File: config.mk
export PLATFORM = sky130hd
export DESIGN_NAME = ub_vpu_port_flat
export DESIGN_NICKNAME = d
export VERILOG_FILES = /design/src/rtl/ub_vpu_port_pkg.sv /design/src/rtl/ub_vpu_port_if.sv /design/src/rtl/ub_vpu_port_row_mem.sv /design/src/rtl/ub_vpu_port.sv /design/src/flat_wrapper.sv
export SDC_FILE = /design/constraint.sdc
export NUM_CORES = 2
export LEC_CHECK = 0
export BUFFER_PORTS_ARGS = -buffer_cell sky130_fd_sc_hd__clkbuf_2
export CORE_ASPECT_RATIO = 0.6
export CORE_MARGIN = 4
export CORE_UTILIZATION = 45
export DETAILED_ROUTE_END_ITERATION = 16
export GPL_TIMING_DRIVEN = 0
export PLACE_DENSITY_LB_ADDON = 0.25
export SLEW_MARGIN = 5
export SYNTH_ARGS = -nofsm -noshare
export SYNTH_HDL_FRONTEND = slang
export SYNTH_HIERARCHICAL = 1
export SYNTH_SLANG_ARGS = --single-unit
export TNS_END_PERCENT = 30
File: constraint.sdc
create_clock -name clk -period 7.1 [get_ports clk]
set_input_delay 0.71 -clock clk [delete_from_list [all_inputs] [get_ports clk]]
set_output_delay 0.71 -clock clk [all_outputs]
set_load 0.01 [all_outputs]
File: src/rtl/ub_vpu_port_pkg.sv
// Package ub_pkg: shared types and default configuration constants for the
// unified-buffer VPU port.
//   ub_state_e   - responder FSM states
//   *_DEF        - default configuration values, used as parameter defaults
//   VEC_W, ROWS  - packed row width and total Z'/Z row count of the default build
//   clog2_min1() - address width helper that never returns 0
package ub_pkg;

  localparam int DATA_W_DEF     = 16;
  localparam int ADDR_W_DEF     = 10;
  localparam int SIZE_DEF       = 4;
  localparam int BLOCKS_DEF     = 4;
  localparam int BIAS_DEPTH_DEF = 4;

  localparam int VEC_W = DATA_W_DEF * SIZE_DEF;
  localparam int ROWS  = BLOCKS_DEF * SIZE_DEF;

  function automatic int clog2_min1(input int n);
    return (n > 1) ? $clog2(n) : 1;
  endfunction

  localparam int ROW_W  = clog2_min1(ROWS);
  localparam int BLK_W  = clog2_min1(BLOCKS_DEF);
  localparam int BIAS_W = clog2_min1(BIAS_DEPTH_DEF);

  typedef enum logic [1:0] {
    INIT   = 2'd0,
    EXP_ZP = 2'd1,
    EXP_B  = 2'd2,
    EXP_WR = 2'd3
  } ub_state_e;

endpackage

File: src/rtl/ub_vpu_port_if.sv
// Interface ub_vpu_port_if: request/data bus between the VPU controller
// (master) and the unified-buffer responder (slave).
//   ub_req_rdy    slave -> master  responder can accept a request
//   ub_req_val    master -> slave  request valid
//   addr_Z_prime  master -> slave  Z' block index
//   addr_b        master -> slave  bias vector index
//   addr_Z        master -> slave  write beat row index
//   data_Z_prime  slave -> master  Z' block, row r in element r
//   data_b        slave -> master  bias vector
//   data_Z        master -> slave  result block
interface ub_vpu_port_if #(
  parameter int DATA_W = 16,
  parameter int ADDR_W = 10,
  parameter int SIZE   = 4
);
  localparam int VW = DATA_W * SIZE;

  logic                     ub_req_rdy;
  logic                     ub_req_val;
  logic [ADDR_W-1:0]        addr_Z_prime;
  logic [ADDR_W-1:0]        addr_b;
  logic [ADDR_W-1:0]        addr_Z;
  logic [SIZE-1:0][VW-1:0]  data_Z_prime;
  logic [VW-1:0]            data_b;
  logic [SIZE-1:0][VW-1:0]  data_Z;

  modport master (
    input  ub_req_rdy, data_Z_prime, data_b,
    output ub_req_val, addr_Z_prime, addr_b, addr_Z, data_Z
  );

  modport slave (
    output ub_req_rdy, data_Z_prime, data_b,
    input  ub_req_val, addr_Z_prime, addr_b, addr_Z, data_Z
  );
endinterface

File: src/rtl/ub_vpu_port_row_mem.sv
// Module ub_row_mem: 1-write / 1-read row RAM with a registered read port.
//   clk, rst  clock, asynchronous active-high reset (read register only)
//   wr_en, wr_addr, wr_data   write port
//   rd_en, rd_addr            read request; rd_data updates the next cycle
//   rd_data                   holds its value while rd_en is low
// The storage array itself is not reset so it stays RAM-inferable. A read
// and a write to the same address in one cycle return the old contents.
module ub_row_mem
  import ub_pkg::*;
#(
  parameter int WIDTH = 64,
  parameter int DEPTH = 4
) (
  input  logic                         clk,
  input  logic                         rst,
  input  logic                         wr_en,
  input  logic [clog2_min1(DEPTH)-1:0] wr_addr,
  input  logic [WIDTH-1:0]             wr_data,
  input  logic                         rd_en,
  input  logic [clog2_min1(DEPTH)-1:0] rd_addr,
  output logic [WIDTH-1:0]             rd_data
);
  logic [WIDTH-1:0] mem [DEPTH];

  always_ff @(posedge clk) begin
    if (wr_en) mem[wr_addr] <= wr_data;
  end

  always_ff @(posedge clk or posedge rst) begin
    if (rst)        rd_data <= '0;
    else if (rd_en) rd_data <= mem[rd_addr];
  end
endmodule

File: src/rtl/ub_vpu_port.sv
// Module ub_vpu_port: unified-buffer responder for the VPU controller.
// Holds Z' blocks, bias vectors and Z results, serves the fixed request
// sequence (Z' block read, bias read, SIZE write beats) and exposes a host
// port for loading Z'/bias and reading back Z.
//   clk, rst        clock, asynchronous active-high reset
//   bus             ub_vpu_port_if slave modport (controller request/data)
//   host_wr_*       host write to Z' (tgt 0, flat row) or bias (tgt 1)
//   host_wr_rdy     host write accepted this cycle
//   host_rd_addr    flat Z row; host_rd_data follows one cycle later
//   seq_err         sticky protocol error flag
// Optional macro UB_SEQ_CHK_EN enables the write-beat order and address
// range checker driving seq_err; without it seq_err is constant 0.
module ub_vpu_port
  import ub_pkg::*;
#(
  parameter int DATA_W     = DATA_W_DEF,
  parameter int ADDR_W     = ADDR_W_DEF,
  parameter int SIZE       = SIZE_DEF,
  parameter int BLOCKS     = BLOCKS_DEF,
  parameter int BIAS_DEPTH = BIAS_DEPTH_DEF
) (
  input  logic                     clk,
  input  logic                     rst,
  ub_vpu_port_if.slave             bus,
  input  logic                     host_wr_en,
  input  logic                     host_wr_tgt,
  input  logic [ADDR_W-1:0]        host_wr_addr,
  input  logic [DATA_W*SIZE-1:0]   host_wr_data,
  output logic                     host_wr_rdy,
  input  logic [ADDR_W-1:0]        host_rd_addr,
  output logic [DATA_W*SIZE-1:0]   host_rd_data,
  output logic                     seq_err
);
  localparam int VW = DATA_W * SIZE;
  localparam int NR = BLOCKS * SIZE;
  localparam int RW = clog2_min1(NR);
  localparam int BW = clog2_min1(BLOCKS);
  localparam int DW = clog2_min1(BIAS_DEPTH);
  localparam int SW = clog2_min1(SIZE);

  ub_state_e       state, state_nxt;
  logic            rdy;
  logic [RW-1:0]   init_row;
  logic [BW-1:0]   z_blk;

  logic            accept;
  logic [BW-1:0]   blk;
  logic [DW-1:0]   bias_idx;
  logic [SW-1:0]   beat_row;
  logic            last_beat;

  // Index arithmetic uses modulo so out-of-range addresses wrap.
  assign accept    = bus.ub_req_val && (state != INIT);
  assign blk       = BW'(bus.addr_Z_prime % BLOCKS);
  assign bias_idx  = DW'(bus.addr_b % BIAS_DEPTH);
  assign beat_row  = SW'(bus.addr_Z % SIZE);
  assign last_beat = (bus.addr_Z == ADDR_W'(SIZE - 1));

  always_comb begin
    state_nxt = state;
    rdy       = (state != INIT);
    case (state)
      INIT:    if (init_row == RW'(NR - 1)) state_nxt = EXP_ZP;
      EXP_ZP:  if (accept) state_nxt = EXP_B;
      EXP_B:   if (accept) state_nxt = EXP_WR;
      EXP_WR:  if (accept && last_beat) state_nxt = EXP_ZP;
      default: state_nxt = INIT;
    endcase
  end

  assign bus.ub_req_rdy = rdy;
  assign host_wr_rdy    = rdy;

  always_ff @(posedge clk or posedge rst) begin
    if (rst) begin
      state    <= INIT;
      init_row <= '0;
      z_blk    <= '0;
    end else begin
      state <= state_nxt;
      if (state == INIT) init_row <= init_row + 1'b1;
      if (state == EXP_ZP && accept) z_blk <= blk;
    end
  end

  // Host write decode: flat Z' row splits into bank (row within block)
  // and block index, since each Z' row position lives in its own bank.
  logic            hw_fire;
  logic [RW-1:0]   hw_row;
  logic [SW-1:0]   hw_bank;
  logic [BW-1:0]   hw_blk;

  assign hw_fire = host_wr_en && rdy;
  assign hw_row  = RW'(host_wr_addr % NR);
  assign hw_bank = SW'(hw_row % SIZE);
  assign hw_blk  = BW'(hw_row / SIZE);

  // Z' is banked by row so a whole block is read in one cycle.
  logic [VW-1:0] zp_q [SIZE];

  for (genvar r = 0; r < SIZE; r++) begin : g_zp
    ub_row_mem #(.WIDTH(VW), .DEPTH(BLOCKS)) u_zp (
      .clk     (clk),
      .rst     (rst),
      .wr_en   (hw_fire && !host_wr_tgt && (hw_bank == SW'(r))),
      .wr_addr (hw_blk),
      .wr_data (host_wr_data),
      .rd_en   (accept && (state == EXP_ZP)),
      .rd_addr (blk),
      .rd_data (zp_q[r])
    );
  end

  always_comb begin
    for (int r = 0; r < SIZE; r++) bus.data_Z_prime[r] = zp_q[r];
  end

  ub_row_mem #(.WIDTH(VW), .DEPTH(BIAS_DEPTH)) u_bias (
    .clk     (clk),
    .rst     (rst),
    .wr_en   (hw_fire && host_wr_tgt),
    .wr_addr (DW'(host_wr_addr % BIAS_DEPTH)),
    .wr_data (host_wr_data),
    .rd_en   (accept && (state == EXP_B)),
    .rd_addr (bias_idx),
    .rd_data (bus.data_b)
  );

  // Z write port is shared between the INIT clearing sweep and VPU beats.
  logic          zm_wr_en;
  logic [RW-1:0] zm_wr_addr;
  logic [VW-1:0] zm_wr_data;

  always_comb begin
    zm_wr_en   = 1'b0;
    zm_wr_addr = init_row;
    zm_wr_data = '0;
    if (state == INIT) begin
      zm_wr_en = 1'b1;
    end else if (state == EXP_WR && accept) begin
      zm_wr_en   = 1'b1;
      zm_wr_addr = RW'(int'(z_blk) * SIZE + int'(beat_row));
      zm_wr_data = bus.data_Z[beat_row];
    end
  end

  ub_row_mem #(.WIDTH(VW), .DEPTH(NR)) u_zmem (
    .clk     (clk),
    .rst     (rst),
    .wr_en   (zm_wr_en),
    .wr_addr (zm_wr_addr),
    .wr_data (zm_wr_data),
    .rd_en   (state != INIT),
    .rd_addr (RW'(host_rd_addr % NR)),
    .rd_data (host_rd_data)
  );

`ifdef UB_SEQ_CHK_EN
  logic [ADDR_W-1:0] exp_row;
  logic              err;

  always_ff @(posedge clk or posedge rst) begin
    if (rst) begin
      exp_row <= '0;
      err     <= 1'b0;
    end else if (accept) begin
      case (state)
        EXP_ZP: begin
          exp_row <= '0;
          if (bus.addr_Z_prime >= ADDR_W'(BLOCKS)) err <= 1'b1;
        end
        EXP_B: if (bus.addr_b >= ADDR_W'(BIAS_DEPTH)) err <= 1'b1;
        EXP_WR: begin
          if (bus.addr_Z != exp_row) err <= 1'b1;
          exp_row <= exp_row + 1'b1;
        end
        default: ;
      endcase
    end
  end

  assign seq_err = err;
`else
  assign seq_err = 1'b0;
`endif
endmodule

File: src/flat_wrapper.sv
// flat-port wrapper written by rule: the top's interface ports become plain ports
module ub_vpu_port_flat import ub_pkg::*;
#(
  parameter int DATA_W     = DATA_W_DEF,
  parameter int ADDR_W     = ADDR_W_DEF,
  parameter int SIZE       = SIZE_DEF,
  parameter int BLOCKS     = BLOCKS_DEF,
  parameter int BIAS_DEPTH = BIAS_DEPTH_DEF
)
  (clk, rst, host_wr_en, host_wr_tgt, host_wr_addr, host_wr_data, host_wr_rdy, host_rd_addr, host_rd_data, seq_err, bus_ub_req_rdy, bus_data_Z_prime, bus_data_b, bus_ub_req_val, bus_addr_Z_prime, bus_addr_b, bus_addr_Z, bus_data_Z);
  ub_vpu_port_if #(.DATA_W(DATA_W), .ADDR_W(ADDR_W), .SIZE(SIZE)) bus_i ();
  input  logic clk;
  input  logic rst;
  input  logic host_wr_en;
  input  logic host_wr_tgt;
  input  logic [ADDR_W-1:0] host_wr_addr;
  input  logic [DATA_W*SIZE-1:0] host_wr_data;
  output logic host_wr_rdy;
  input  logic [ADDR_W-1:0] host_rd_addr;
  output logic [DATA_W*SIZE-1:0] host_rd_data;
  output logic seq_err;
  output wire logic [$bits(bus_i.ub_req_rdy)-1:0] bus_ub_req_rdy;
  output wire logic [$bits(bus_i.data_Z_prime)-1:0] bus_data_Z_prime;
  output wire logic [$bits(bus_i.data_b)-1:0] bus_data_b;
  input wire logic [$bits(bus_i.ub_req_val)-1:0] bus_ub_req_val;
  input wire logic [$bits(bus_i.addr_Z_prime)-1:0] bus_addr_Z_prime;
  input wire logic [$bits(bus_i.addr_b)-1:0] bus_addr_b;
  input wire logic [$bits(bus_i.addr_Z)-1:0] bus_addr_Z;
  input wire logic [$bits(bus_i.data_Z)-1:0] bus_data_Z;
  assign bus_ub_req_rdy = bus_i.ub_req_rdy;
  assign bus_data_Z_prime = bus_i.data_Z_prime;
  assign bus_data_b = bus_i.data_b;
  assign bus_i.ub_req_val = bus_ub_req_val;
  assign bus_i.addr_Z_prime = bus_addr_Z_prime;
  assign bus_i.addr_b = bus_addr_b;
  assign bus_i.addr_Z = bus_addr_Z;
  assign bus_i.data_Z = bus_data_Z;
  ub_vpu_port #(.DATA_W(DATA_W), .ADDR_W(ADDR_W), .SIZE(SIZE), .BLOCKS(BLOCKS), .BIAS_DEPTH(BIAS_DEPTH)) u_core (.clk(clk), .rst(rst), .bus(bus_i), .host_wr_en(host_wr_en), .host_wr_tgt(host_wr_tgt), .host_wr_addr(host_wr_addr), .host_wr_data(host_wr_data), .host_wr_rdy(host_wr_rdy), .host_rd_addr(host_rd_addr), .host_rd_data(host_rd_data), .seq_err(seq_err));
endmodule
==> qor.csv <==
metric,value,unit
Most common cell on crit path,buf_6,
first-pass GRT wire length,413000,um
R2R Setup Slk,2.84,ns
Bufs and invs on worst path,8,
worst slew pin tran,1.23,ns
WS Path Type,reg2reg,
Clock Latency Late Sink,0.89,ns
FF/Latch Area,79000,um^2
CTS Buffer Depth,4,
area of the multi-input gates,22600,um^2
TNS Setup,0,ns
clk sink count,2696,
"EDFF count, synth",2304,
vias,55400,
Core Region,230000,um^2
GRT overflow,0,
initial antenna violation count,18,
starting density of the core,45.4,%
status,"complete, no violations",
Synth area leader,edfxtp_1,
WL met3,26900,um
Buffers on Ports,728,
NumNets Final,6515,
CP peak stage delay,0.63,ns
Placed Cells,9000,
Mapped Nets,5409,
Max Slew Vio Count,0,
full die area,240000,um^2
max layer used,met4,
Commonest cells post-synth,"edfxtp_1 (2,304), mux2i_1 (705), dfrtp_1 (392), nand2b_1 (329), mux4_2 (297)",
average wire per standard cell,31.0,um
DRT met1 WL,130000,um
post-CTS sizing,0,
Most used DFF post-synth,edfxtp_1,
distinct cell type count after synthesis,49,
Fillers,17900,
Detail Route Antenna Nets,0,
sequential cell area fraction in the yosys report,75.7,%
top-count cell post-synth,edfxtp_1,
# H-tree levels,4,
max_slew headroom,18.1,%
RSZ-0062 raised after global routing,no,
Max VDD drop,0.264,mV
drt initial violations,6570,
"Async S/R FF share, synth",14.5,%
worst min path class,in2async,
Final period util,60.0,%
slowest CP cell,nor3_2,
die width,630,um
Yosys top cell area share,66.3,%
Inserted Clock Buffers,238,
Synth Warn #,6,
FMAX,0.235,GHz
fin crit period,4.26,ns
hold_buf cts,0,
dpl hpwl,200000,um
CP Launch Type,register,
power density over cell area,332,nW/um^2
met2 WL post-DR,128000,um
1st-pass router iterations,6,
syn_area_per_cell,20.7,um^2
Critical R2R Launch,u_core/state[0]$_DFFE_PP0P_,
WP data required,7.62,ns
Worst path top cell family by delay,buffers and inverters,
mapped cell area,104000,um^2
Layout area overhead,16.7,%
Critical Path AT,4.78,ns
Root Buffer,clkbuf_16,
DRC,0,
layout cell share with drive strength beyond 1,30.6,%
clk_skew,0.0554,ns
Gate Count Post-Synth,5029,
Die Y-Extent,381,um
Worst R2R Path Depth,14,
CP Max Fanout,8,
Crit. End Element,register,
Post-Layout Cell Count,9449,
"Hold Vio Cnt, Final",0,
Final GP Congestion,0.853,
WL final,293000,um
Rows,136,
I/O pin count,762,
CTS tree,done,
top post-synthesis cells by area,"edfxtp_1 (66%), dfrtp_1 (9.4%), mux2i_1 (6.8%)",
RR Endpoint,u_core/u_zmem/mem[8][8]$_DFFE_PP_,
drt via density,5.86,
clk slew on worst S/H paths,0.07,ns
Max Cap Viol,0,
Yosys reg bits,2696,
CP Cell Sequence,inv_1 > ha_1 > buf_2 > nor2b_4 > nand2_1 > mux2_2 > nand3b_1 > nor3_2 > buf_6 > buf_6 > buf_4 > buf_4 > buf_6 > buf_6,
total setup buffers inserted after CTS,0,
Leakage,43.9,nW
vias in the first global route,54000,
"Setup violations, final",0,
GRT Overall Usage,23.9,%
largest net degree at the start of global routing,45,
-- layout by cell type, fill, tap and decap left out, types with 5 or more instances in the layout --
cell / Yosys / final
edfxtp_1: 2304 / 2304
clkbuf_2: 2 / 730
mux2i_1: 705 / 705
dfrtp_1: 392 / 392
nand2b_1: 329 / 329
mux4_2: 297 / 297
clkbuf_16: 1 / 240
o221ai_1: 220 / 220
clkbuf_1: 76 / 136
buf_12: 71 / 116
o221ai_2: 100 / 100
buf_2: 80 / 80
nor2_1: 85 / 68
and3_1: 71 / 66
o22ai_1: 64 / 64
buf_6: 24 / 62
a221oi_2: 57 / 57
buf_4: 24 / 55
clkinv_2: 0 / 47
clkinv_1: 0 / 38
clkbuf_8: 3 / 23
mux4_1: 23 / 23
buf_8: 16 / 22
buf_16: 0 / 18
nor2_4: 0 / 17
bufinv_16: 0 / 14
nand2_1: 11 / 11
diode_2: 0 / 10
clkinvlp_4: 0 / 8
mux2_2: 7 / 7
a221oi_1: 7 / 7
inv_4: 0 / 6
inv_6: 0 / 5
inv_1: 11 / 5
ha_1: 5 / 5
nand2_2: 5 / 5
and3b_4: 0 / 5
and3_4: 0 / 5
nor3b_2: 0 / 5
-- state kept, by name (all words and copies together) (netlist names) --
signal,flops
u_core/g_zp.u_zp/mem,1024
u_core/g_zp.u_zp/rd_data,256
u_core/init_row,4
u_core/state,2
u_core/u_bias/mem,256
u_core/u_bias/rd_data,64
u_core/u_zmem/mem,1024
u_core/u_zmem/rd_data,64
u_core/z_blk,2
-- through the flow --
stage | instance area, um^2 | total power, W | setup WS (ns) | hold slack [ns] | util, %
3_3_place_gp | 112000 | 0.0279 | -5.53 | 0.477 | 48.7
5_1_grt | 122000 | 0.0420 | 2.75 | 0.132 | 53.0
2_1_floorplan | 104000 | 0.0241 | 0.316 | 0.461 | -
3_5_place_dp | 114000 | 0.0281 | 2.86 | 0.479 | 49.7
6_report | 122000 | 0.0405 | 2.84 | 0.155 | 53.0
4_1_cts | 122000 | 0.0408 | 2.86 | 0.102 | 53.0
-- worst register-to-register path, stage by stage, from the launching register on --
cell and delay [ns]:
dfrtp_1 0.40, inv_1 0.12, ha_1 0.15, buf_2 0.32, nor2b_4 0.11, nand2_1 0.19, mux2_2 0.39, nand3b_1 0.40
nor3_2 0.63, buf_6 0.23, buf_6 0.16, buf_4 0.23, buf_4 0.26, buf_6 0.19, buf_6 0.17
-- routing by layer --
metal / up-vias / track usage (%)
li1: 22900 / -
met1: 29600 / 37.1
met2: 2543 / 34.3
met3: 378 / 4.90
met4: 0 / 6.82
met5: - / 0
-- final cells by class --
| type | count | share of cell area (%) |
|---|---|---|
| Multi-Input combinational cell | 2021 | 18.6 |
| Clock inverter | 120 | 0.864 |
| Antenna cell | 10 | 0.0205 |
| Buffer | 301 | 2.39 |
| Clock buffer | 319 | 5.32 |
| Inverter | 11 | 0.0462 |
| Sequential cell | 2696 | 64.9 |
| Timing Repair Buffer | 866 | 4.75 |
| Tap cell | 3105 | 3.19 |
-- report_power, final --
part | total [W] | internal, W | switching [W]
Sequential | 0.0200 | 0.0192 | 0.000861
Combinational | 0.00773 | 0.00276 | 0.00497
Clock | 0.0127 | 0.00693 | 0.00576
Total | 0.0405 | 0.0289 | 0.0116
-- worst max-delay path by stage --
stage	depth (start not counted)	end	slack, ns	start
after floorplan	5	u_core/u_zmem/mem[0][0]$_DFFE_PP_	0.32	bus_ub_req_val
after global placement	6	u_core/g_zp[2].u_zp/mem[0][57]$_DFFE_PP_	-5.53	u_core/state[0]$_DFFE_PP0P_
after detailed placement	11	u_core/u_bias/rd_data[9]$_DFFE_PP0P_	2.86	u_core/state[0]$_DFFE_PP0P_
after CTS	11	u_core/u_zmem/mem[0][16]$_DFFE_PP_	2.86	u_core/state[0]$_DFFE_PP0P_
after global routing	11	u_core/u_zmem/mem[0][16]$_DFFE_PP_	2.75	u_core/state[0]$_DFFE_PP0P_
final	14	u_core/u_zmem/mem[8][8]$_DFFE_PP_	2.84	u_core/state[0]$_DFFE_PP0P_
-- logic make-up after synthesis --
kind of cell | share of synthesized area (%)
compound gates | 4.56
buf+inv | 2.83
flops | 75.7
mux | 13.8
simple gates | 2.97
other cells | 0.00359
xor+xnor | 0.0252
fa+ha+maj | 0.0600
No activity file was read; power rests on OpenSTA's default activity.
